--- src/rtl/uart_pkg.sv ---
// uart_pkg: shared UART types, oversampling constants and baud divisor helper
package uart_pkg;
    typedef enum logic [2:0] {IDLE, START, DATA, STOP, WAIT_HIGH} rx_state_t;
    localparam int OVERSAMPLE = 16;
    localparam int MID_TICK = 8;
    function automatic int calc_div(input int clk_hz, input int baud);
        int d;
        d = (clk_hz + baud * OVERSAMPLE / 2) / (baud * OVERSAMPLE);
        return d < 1 ? 1 : d;
    endfunction
endpackage

--- src/rtl/uart_rx_sampler_if.sv ---
// uart_rx_sampler_if: serial line input plus valid/ready byte output bundle
interface uart_rx_sampler_if;
    logic       rx;
    logic [7:0] rx_data;
    logic       rx_valid;
    logic       rx_ready;
    logic       frame_err;
    logic       overrun;
    logic       busy;
    modport master (input rx, rx_ready, output rx_data, rx_valid, frame_err, overrun, busy);
    modport slave (output rx, rx_ready, input rx_data, rx_valid, frame_err, overrun, busy);
endinterface

--- src/rtl/uart_baud_tick.sv ---
// uart_baud_tick: free-running 1-cycle tick every DIV clocks, phase restartable
module uart_baud_tick #(
    parameter int DIV = 1
) (
    input  logic clk,
    input  logic rst,
    input  logic restart,
    output logic tick
);
    localparam int W = DIV > 1 ? $clog2(DIV) : 1;
    logic [W-1:0] cnt;
    assign tick = cnt == W'(DIV - 1);
    always_ff @(posedge clk) cnt <= (rst || restart || tick) ? '0 : cnt + 1'b1;
endmodule

--- src/rtl/uart_rx_sampler.sv ---
// uart_rx_sampler: 8N1 UART receiver with 16x oversampling, one-byte holding
// register on a valid/ready port, frame error and overrun pulses.
module uart_rx_sampler
    import uart_pkg::*;
#(
    parameter int CLK_HZ = 50_000_000,
    parameter int BAUD = 115_200,
    parameter int OVERSAMPLE = 16
) (
    input logic clk,
    input logic rst,
    uart_rx_sampler_if.master bus
);
    if (OVERSAMPLE != uart_pkg::OVERSAMPLE) begin : g_bad_oversample
        $fatal(1, "uart_rx_sampler supports only OVERSAMPLE=16");
    end
    localparam logic [3:0] LAST_TICK = 4'(OVERSAMPLE - 1);
    localparam logic [3:0] MID_LAST = 4'(MID_TICK - 1);
    rx_state_t state;
    logic sync1, rx_s, tick, restart, done;
    logic [3:0] tcnt;
    logic [2:0] bcnt;
    logic [7:0] shreg, data_q;
    logic valid_q, fe_q, ov_q, busy_q;
    assign restart = state == IDLE && !rx_s;
    uart_baud_tick #(.DIV(calc_div(CLK_HZ, BAUD))) u_tick (
        .clk(clk), .rst(rst), .restart(restart), .tick(tick)
    );
    always_ff @(posedge clk) begin
        if (rst) begin
            {sync1, rx_s} <= 2'b11;
            state <= IDLE;
            tcnt <= '0;
            bcnt <= '0;
            shreg <= '0;
            data_q <= '0;
            {done, valid_q, fe_q, ov_q, busy_q} <= '0;
        end else begin
            {sync1, rx_s} <= {bus.rx, sync1};
            {done, fe_q, ov_q} <= '0;
            case (state)
                IDLE: if (!rx_s) begin
                    tcnt <= '0;
                    busy_q <= 1'b1;
                    state <= START;
                end
                START: if (tick) begin
                    tcnt <= tcnt == MID_LAST ? '0 : tcnt + 4'd1;
                    if (tcnt == MID_LAST) begin
                        bcnt <= '0;
                        busy_q <= !rx_s;
                        state <= rx_s ? IDLE : DATA;
                    end
                end
                DATA: if (tick) begin
                    tcnt <= tcnt + 4'd1;
                    if (tcnt == LAST_TICK) begin
                        shreg <= {rx_s, shreg[7:1]};
                        bcnt <= bcnt + 3'd1;
                        if (bcnt == 3'd7) state <= STOP;
                    end
                end
                STOP: if (tick) begin
                    tcnt <= tcnt + 4'd1;
                    if (tcnt == LAST_TICK) begin
                        done <= rx_s;
                        fe_q <= !rx_s;
                        busy_q <= !rx_s;
                        state <= rx_s ? IDLE : WAIT_HIGH;
                    end
                end
                WAIT_HIGH: if (rx_s) begin
                    busy_q <= 1'b0;
                    state <= IDLE;
                end
                default: state <= IDLE;
            endcase
            // completion is the cycle after the stop sample; an accept in that cycle frees the slot
            if (done && valid_q && !bus.rx_ready) ov_q <= 1'b1;
            else if (done) begin
                data_q <= shreg;
                valid_q <= 1'b1;
            end else if (valid_q && bus.rx_ready) valid_q <= 1'b0;
        end
    end
    assign bus.rx_data = data_q;
    assign bus.rx_valid = valid_q;
    assign bus.frame_err = fe_q;
    assign bus.overrun = ov_q;
    assign bus.busy = busy_q;
endmodule

--- src/flat_wrapper.sv ---
// flat-port wrapper written by rule: the top's interface ports become plain ports
module uart_rx_sampler_flat import uart_pkg::*;
#(
    parameter int CLK_HZ = 50_000_000,
    parameter int BAUD = 115_200,
    parameter int OVERSAMPLE = 16
)
  (clk, rst, bus_rx, bus_rx_ready, bus_rx_data, bus_rx_valid, bus_frame_err, bus_overrun, bus_busy);
  uart_rx_sampler_if bus_i ();
  input logic clk;
  input logic rst;
  input wire logic [$bits(bus_i.rx)-1:0] bus_rx;
  input wire logic [$bits(bus_i.rx_ready)-1:0] bus_rx_ready;
  output wire logic [$bits(bus_i.rx_data)-1:0] bus_rx_data;
  output wire logic [$bits(bus_i.rx_valid)-1:0] bus_rx_valid;
  output wire logic [$bits(bus_i.frame_err)-1:0] bus_frame_err;
  output wire logic [$bits(bus_i.overrun)-1:0] bus_overrun;
  output wire logic [$bits(bus_i.busy)-1:0] bus_busy;
  assign bus_i.rx = bus_rx;
  assign bus_i.rx_ready = bus_rx_ready;
  assign bus_rx_data = bus_i.rx_data;
  assign bus_rx_valid = bus_i.rx_valid;
  assign bus_frame_err = bus_i.frame_err;
  assign bus_overrun = bus_i.overrun;
  assign bus_busy = bus_i.busy;
  uart_rx_sampler #(.CLK_HZ(CLK_HZ), .BAUD(BAUD), .OVERSAMPLE(OVERSAMPLE)) u_core (.clk(clk), .rst(rst), .bus(bus_i));
endmodule
--- config.mk ---
export PLATFORM = sky130hd
export DESIGN_NAME = uart_rx_sampler_flat
export DESIGN_NICKNAME = d
export VERILOG_FILES = /design/src/rtl/uart_pkg.sv /design/src/rtl/uart_rx_sampler_if.sv /design/src/rtl/uart_baud_tick.sv /design/src/rtl/uart_rx_sampler.sv /design/src/flat_wrapper.sv
export SDC_FILE = /design/constraint.sdc
export NUM_CORES = 1
export LEC_CHECK = 0
export CAP_MARGIN = 20
export CORE_MARGIN = 3
export CORE_UTILIZATION = 55
export DETAILED_ROUTE_END_ITERATION = 8
export GPL_TIMING_DRIVEN = 0
export HOLD_SLACK_MARGIN = 0.08
export PLACE_DENSITY = 0.77
export SLEW_MARGIN = 20
export SYNTH_ARGS = -nofsm -noshare
export SYNTH_HDL_FRONTEND = slang
export SYNTH_SLANG_ARGS = --single-unit
--- constraint.sdc ---
create_clock -name clk -period 2.45 [get_ports clk]
set_input_delay 0.49 -clock clk [delete_from_list [all_inputs] [get_ports clk]]
set_output_delay 0.49 -clock clk [all_outputs]
set_load 0.01 [all_outputs]
==> impl_metrics.json, run 1 <==
{
  "rows": 19,
  "period_needed_ns": 1.96,
  "worstHoldEndpoint": "u_core.rx_s",
  "power_frac_seq_pct": 56.6,
  "syn_inst": 171,
  "r2r-end": "u_core.shreg[3]",
  "final_common_cell": "dfxtp_1",
  "slew_viol_final": 0,
  "fin_crit_sh_pct": 80.1,
  "clock_skew_ns": 0.00583,
  "wl_um": 3110,
  "vias": 1270,
  "synth_area_leaders": "dfxtp_1 (46%), mux2i_1 (11%), nor2_1 (6.4%)",
  "power-per-cell-area_nw_per_um2": 580,
  "final_cell_mix": "dfxtp_1 (38), nor2_1 (28), mux2i_1 (18)",
  "hold_class": "reg2reg",
  "firstDrtPassIters": 4,
  "swShare_pct": 20.8,
  "htreeDepth": 2,
  "rsz0062_at_grt": "no",
  "antenna_found_initial": 0,
  "grt_max_degree": 12,
  "fin_cells": 224,
  "clk_latency_ns": 0.35,
  "io_pins": 16,
  "die_h_um": 60.8,
  "core_area_um2": 2810,
  "port_buffers": 15,
  "ff_latch_area_um2": 761,
  "worst_r2r_path_depth": 6,
  "max_freq_mhz": 509,
  "drt_iter0_drc": 46,
  "cell_internal_pwr_w": 0.000884,
  "min-delay-start": "u_core.sync1",
  "yosys.area.top_type": "dfxtp_1",
  "synth_cell_types": 43,
  "fin_util_pct": 68.6,
  "share_comb_of_total_power_pct": 4.3,
  "syn2layout_area_growth_pct": 16.3,
  "die_area_um2": 3700,
  "finalHoldViolations": 0,
  "n_antenna_cell": 0,
  "cts_tree": "built",
  "hpwl_um": 2220,
  "grt_first_pass_wirelength_um": 5380,
  "post_cts_resized": 0,
  "cts_buffers": 5,
  "worst_pin_slew_ns": 0.906,
  "place_inst": 217,
  "critPathMaxFanout": 8,
  "floorplan.die.width_um": 60.8,
  "tns_ns": 0,
  "multi_input_area_um2": 842,
  "regToRegSetupSlack_ns": 0.49,
  "pwr-share-clk_pct": 39.1,
  "clock-sinks": 38,
  "routabilityCongestion": 0.811,
  "yosys_register_bits": 38,
  "cts_setup_buffers": 0,
  "cts_max_path_buffers": 2,
  "syn_area_per_cell_um2": 9.67,
  "syn_area_um2": 1650,
  "peakVddDrop_v": 0.000393,
  "start_kind": "register",
  "max-cap-violations": 0,
  "start_util_pct": 59.0,
  "synth-seq-area-share_pct": 46.0,
  "critPathRequiredTime_ns": 2.68,
  "worstHoldPathCells": 1,
  "syn_nets": 180,
  "holdBufCountCts": 0,
  "yosysTopAreaCellShare_pct": 46.0,
  "post-route-drc-count": 0,
  "setup_violations": 0,
  "p_leak_nw": 0.795,
  "end_kind": "register",
  "nFillCells": 236,
  "grt_overflow_total": 0,
  "yosys_warnings": 0,
  "drive_above_1_share_pct": 11.4,
  "relSlewSlack_pct": 39.2,
  "crit_type": "reg2reg",
  "cts-root-buf": "clkbuf_4",
  "crit_arrival_ns": 2.19,
  "wl_per_cell_um": 13.9,
  "grt_use_total_pct": 19.8,
  "reg2reg_from": "u_core.u_tick.cnt[0]",
  "grt_pass1_vias": 1207,
  "p_switching_w": 0.000232,
  "ant_nets": 0,
  "vias_per_cell": 5.67,
  "nNetsFinal": 202,
  "path_clk_slew_ns": 0.11,
  "status": "finished, final reports clean"
}
## critical path: stages, from the launching register on
cell and delay, ns:
dfxtp_1 0.35, inv_1 0.06, ha_1 0.18, nand4b_2 0.26
nor4_4 0.67, mux2i_1 0.28, nor2_1 0.05
## routing by layer
layer | vias up | GRT usage [%] | wire (µm)
li1 | 636 | - | -
met5 | - | 0 | 0
met4 | 0 | 8.67 | 64
met3 | 7 | 5.96 | 116
met2 | 22 | 31.5 | 1510
met1 | 605 | 24.7 | 1430
## how the worst max path moves through the flow
stage,slack [ns],startpoint,endpoint
2_1_floorplan,0.64,u_core.u_tick.cnt[0],u_core.tcnt[2]
3_3_place_gp,0.36,rst,u_core.shreg[2]
3_5_place_dp,0.29,bus_rx_ready,u_core.bus.rx_data[0]
4_1_cts,0.47,u_core.u_tick.cnt[0],u_core.tcnt[2]
5_1_grt,0.34,u_core.u_tick.cnt[0],u_core.shreg[3]
6_report,0.49,u_core.u_tick.cnt[0],u_core.shreg[3]
## through the flow
step	hold slack, ns	instance area, µm²	total power (W)	setup WS [ns]
3_3_place_gp	0.401	1840	0.000691	0.357
4_1_cts	0.434	1920	0.00112	0.469
2_1_floorplan	0.389	1650	0.000676	0.644
6_report	0.437	1920	0.00112	0.486
5_1_grt	0.443	1920	0.00116	0.342
3_5_place_dp	0.404	1840	0.000694	0.286
## cell usage after synthesis
cell / instances
or3_1: 1
a221o_1: 1
nor4b_1: 1
dfxtp_1: 38
nand3b_1: 2
xor2_1: 3
nor3b_1: 1
or4_4: 1
o31a_4: 1
a31o_2: 1
o21ai_1: 1
a41o_1: 1
nor2_1: 28
mux2i_1: 18
and2_1: 1
a21oi_1: 4
o211a_1: 1
a211oi_1: 2
nand2_1: 12
nand4b_2: 1
and3_2: 1
or4b_1: 1
or2b_1: 1
ha_1: 5
xnor2_1: 2
nor2b_1: 1
nand2b_1: 3
o31ai_1: 2
buf_2: 2
clkbuf_1: 3
o21ai_0: 1
buf_6: 1
nor4_4: 1
buf_1: 1
and4b_1: 1
or2_2: 3
a31oi_1: 3
nand3_1: 8
a2111o_1: 1
nor3_1: 4
inv_1: 4
or3b_2: 2
mux2_2: 1
## cells by family (layout without fill, tap and decap cells)
group	count (synthesis)	in the layout	share of synthesized area, %
adder cells (fa/ha/maj)	5	5	3.78
flip-flops	38	38	46.0
buffers and inverters	11	33	3.10
AO/OA/AOI/OAI	19	19	8.85
AND/OR/NAND/NOR	74	74	24.1
multiplexers	19	19	11.6
XOR/XNOR	5	5	2.65
## power by group through the flow
stage | Sequential (W) | Combinational, W | Clock [W]
3_5_place_dp | 0.000646 | 0.0000480 | 0
5_1_grt | 0.000633 | 0.0000545 | 0.000470
2_1_floorplan | 0.000645 | 0.0000312 | 0
6_report | 0.000632 | 0.0000482 | 0.000436
4_1_cts | 0.000632 | 0.0000484 | 0.000443
3_3_place_gp | 0.000646 | 0.0000457 | 0
## cell type report
type / count / area share [%]
multi-input cells: 122 / 43.8
clock inverters: 1 / 1.56
well taps: 31 / 2.02
inverters: 4 / 0.780
flip-flops and latches: 38 / 39.5
plain buffers: 7 / 1.89
clock buffers: 6 / 2.67
repair buffers: 15 / 7.80
## flip-flops by register name (all words and copies together) (netlist names)
name and flops:
u_core.bus.rx_data 8, u_core.shreg 8, u_core.u_tick.cnt 5, u_core.tcnt 4, u_core.bcnt 3, u_core.state 3
u_core.bus.busy 1, u_core.bus.frame_err 1, u_core.bus.overrun 1, u_core.bus.rx_valid 1, u_core.done 1, u_core.rx_s 1
u_core.sync1 1
(Power assumes the default switching activity.)
==> run 2, diff against run 1 <==
--- a/config.mk
+++ b/config.mk
@@ -7,11 +7,11 @@
 export LEC_CHECK = 0
 export CAP_MARGIN = 20
 export CORE_MARGIN = 3
-export CORE_UTILIZATION = 55
+export CORE_UTILIZATION = 50
 export DETAILED_ROUTE_END_ITERATION = 8
 export GPL_TIMING_DRIVEN = 0
 export HOLD_SLACK_MARGIN = 0.08
-export PLACE_DENSITY = 0.77
+export PLACE_DENSITY = 0.74
 export SLEW_MARGIN = 20
 export SYNTH_ARGS = -nofsm -noshare
 export SYNTH_HDL_FRONTEND = slang
==> constraint.sdc (replaced) <==
create_clock -name clk -period 1.6 [get_ports clk]
set_input_delay 0.32 -clock clk [delete_from_list [all_inputs] [get_ports clk]]
set_output_delay 0.32 -clock clk [all_outputs]
set_load 0.01 [all_outputs]
==> impl_metrics.json, run 2 (synthesis gave the netlist of run 1 again) <==
{
  "grt_first_pass_wirelength_um": 6330,
  "syn2layout_area_growth_pct": 33.0,
  "worst_pin_slew_ns": 0.572,
  "cts_tree": "built",
  "finalHoldViolations": 0,
  "worstHoldEndpoint": "u_core.rx_s",
  "place_ws_ns": -0.434,
  "setup_violations": 7,
  "max-cap-violations": 0,
  "firstDrtPassIters": 4,
  "grt_pass1_vias": 1345,
  "crit_type": "reg2reg",
  "r2r-end": "u_core.tcnt[2]",
  "start_util_pct": 53.3,
  "slew_viol_final": 0,
  "ff_latch_area_um2": 777,
  "nNetsFinal": 216,
  "die_area_um2": 4030,
  "crit_arrival_ns": 1.99,
  "place_inst": 230,
  "path_clk_slew_ns": 0.12,
  "nFillCells": 247,
  "drt_iter0_drc": 83,
  "timing.critical_path.slowest_stage_cell": "or4_4",
  "path_buf_inv": 0,
  "finalPower_w": 0.00175,
  "fin_crit_sh_pct": 107,
  "wl_per_cell_um": 15.7,
  "regToRegSetupSlack_ns": -0.12,
  "post-route-drc-count": 0,
  "hpwl_um": 2190,
  "htreeDepth": 2,
  "hold_class": "reg2reg",
  "grt_max_degree": 12,
  "routabilityCongestion": 0.835,
  "fin_cells": 251,
  "rsz0062_at_grt": "yes",
  "die_h_um": 63.5,
  "slowest_delay_ns": 0.54,
  "clock-sinks": 38,
  "io_pins": 16,
  "vias": 1379,
  "min-delay-start": "u_core.sync1",
  "floorplan.die.width_um": 63.5,
  "violations": "setup timing",
  "worstHoldPathCells": 1,
  "worst_r2r_path_depth": 4,
  "drive_above_1_share_pct": 28.5,
  "antenna_found_initial": 0,
  "cts-root-buf": "clkbuf_4",
  "critPathRequiredTime_ns": 1.88,
  "end_kind": "register",
  "rows": 20,
  "final_cell_mix": "dfxtp_1 (31), nor2_1 (26), mux2i_1 (18)",
  "placed_cell_area_um2": 1890,
  "multi_input_area_um2": 927,
  "final_area_um2": 2200,
  "setup_slack_ns": -0.118,
  "vias_per_cell": 5.49,
  "path_delay_family": "simple AND/OR/NAND/NOR gates",
  "grt_overflow_total": 0,
  "holdBufCountCts": 0,
  "core_area_um2": 3100,
  "relSlewSlack_pct": 61.9,
  "max_freq_mhz": 582,
  "n_antenna_cell": 0,
  "clock_skew_ns": 0.0150,
  "peakVddDrop_v": 0.000579,
  "port_buffers": 15,
  "final_common_cell": "dfxtp_1",
  "status": "complete, but fails checks",
  "holdWs_ns": 0.438,
  "period_needed_ns": 1.72,
  "clk_latency_ns": 0.35,
  "start_kind": "register",
  "ant_nets": 0,
  "power-per-cell-area_nw_per_um2": 794,
  "critPathMaxFanout": 2,
  "wl_um": 3950,
  "path_cells": "or4_4 > o31a_4 > or4b_1 > a31oi_1",
  "cts_max_path_buffers": 2,
  "cts_buffers": 5,
  "grt_use_total_pct": 20.1,
  "p_leak_nw": 1.07,
  "reg2reg_from": "u_core.state[1]"
}
run 2: cell count changes in the layout (fill, tap and decap cells not counted), sizes merged:
cell           previous run  this run
buf                       4        19
clkdlybuf4s50            15         6
dlymetal6s2s              0         8
clkbuf                    9         8
dlygate4sd2               0         1
run 2: power by group:
part           leakage, nW  switching [W]  total, W  internal (W)
clock               0.0443       0.000314  0.000678      0.000364
combinational        0.711      0.0000515  0.000101     0.0000494
sequential           0.311      0.0000127  0.000968      0.000956
run 2: final cells by class:
type / count / area share (%)
Buffer: 6 / 1.88
Clock buffer: 6 / 2.33
Clock inverter: 1 / 1.37
Inverter: 4 / 0.796
Multi-Input combinational cell: 122 / 42.2
Sequential cell: 38 / 35.3
Tap cell: 44 / 2.50
Timing Repair Buffer: 30 / 13.7
run 2: how the worst max path moves through the flow:
stage | start | endpoint | slack (ns) | depth (start not counted)
2_1_floorplan | u_core.state[1] | u_core.tcnt[2] | -0.11 | 5
3_5_place_dp | bus_rx_ready | u_core.bus.rx_data[6] | -0.43 | 4
3_3_place_gp | rst | u_core.shreg[3] | -0.35 | 4
5_1_grt | u_core.u_tick.cnt[0] | u_core.tcnt[2] | -0.15 | 6
4_1_cts | u_core.state[1] | u_core.tcnt[2] | -0.18 | 4
6_report | u_core.state[1] | u_core.tcnt[2] | -0.12 | 4
run 2: layer usage:
layer	vias up	track usage, %	wire length [µm]
met2	32	32.2	1980
met5	-	0	0
met3	9	7.13	160
met4	0	8.63	76
met1	671	24.0	1740
li1	667	-	-
run 2: timing repair:
item	CTS	global route
pin swaps	5	7
cloned	0	0
hold endpoints to repair	0	0
setup buffers	12	4
setup endpoints to repair	23	33
resized for setup	14	31
run 2: stage by stage:
step,utilization (%),TNS [ns]
detailed placement,61.0,-8.86
global placement,61.0,-7.38
CTS,67.4,-0.655
finish,70.9,-0.287
global route,70.9,-1.22
floorplan,-,-0.108
run 2: worst register-to-register path, delay by kind of cell, from the launching register on:
family,cells,cell delay [ns]
AO/OA/AOI/OAI,2,0.26
flip-flops,1,0.37
AND/OR/NAND/NOR,2,1.01
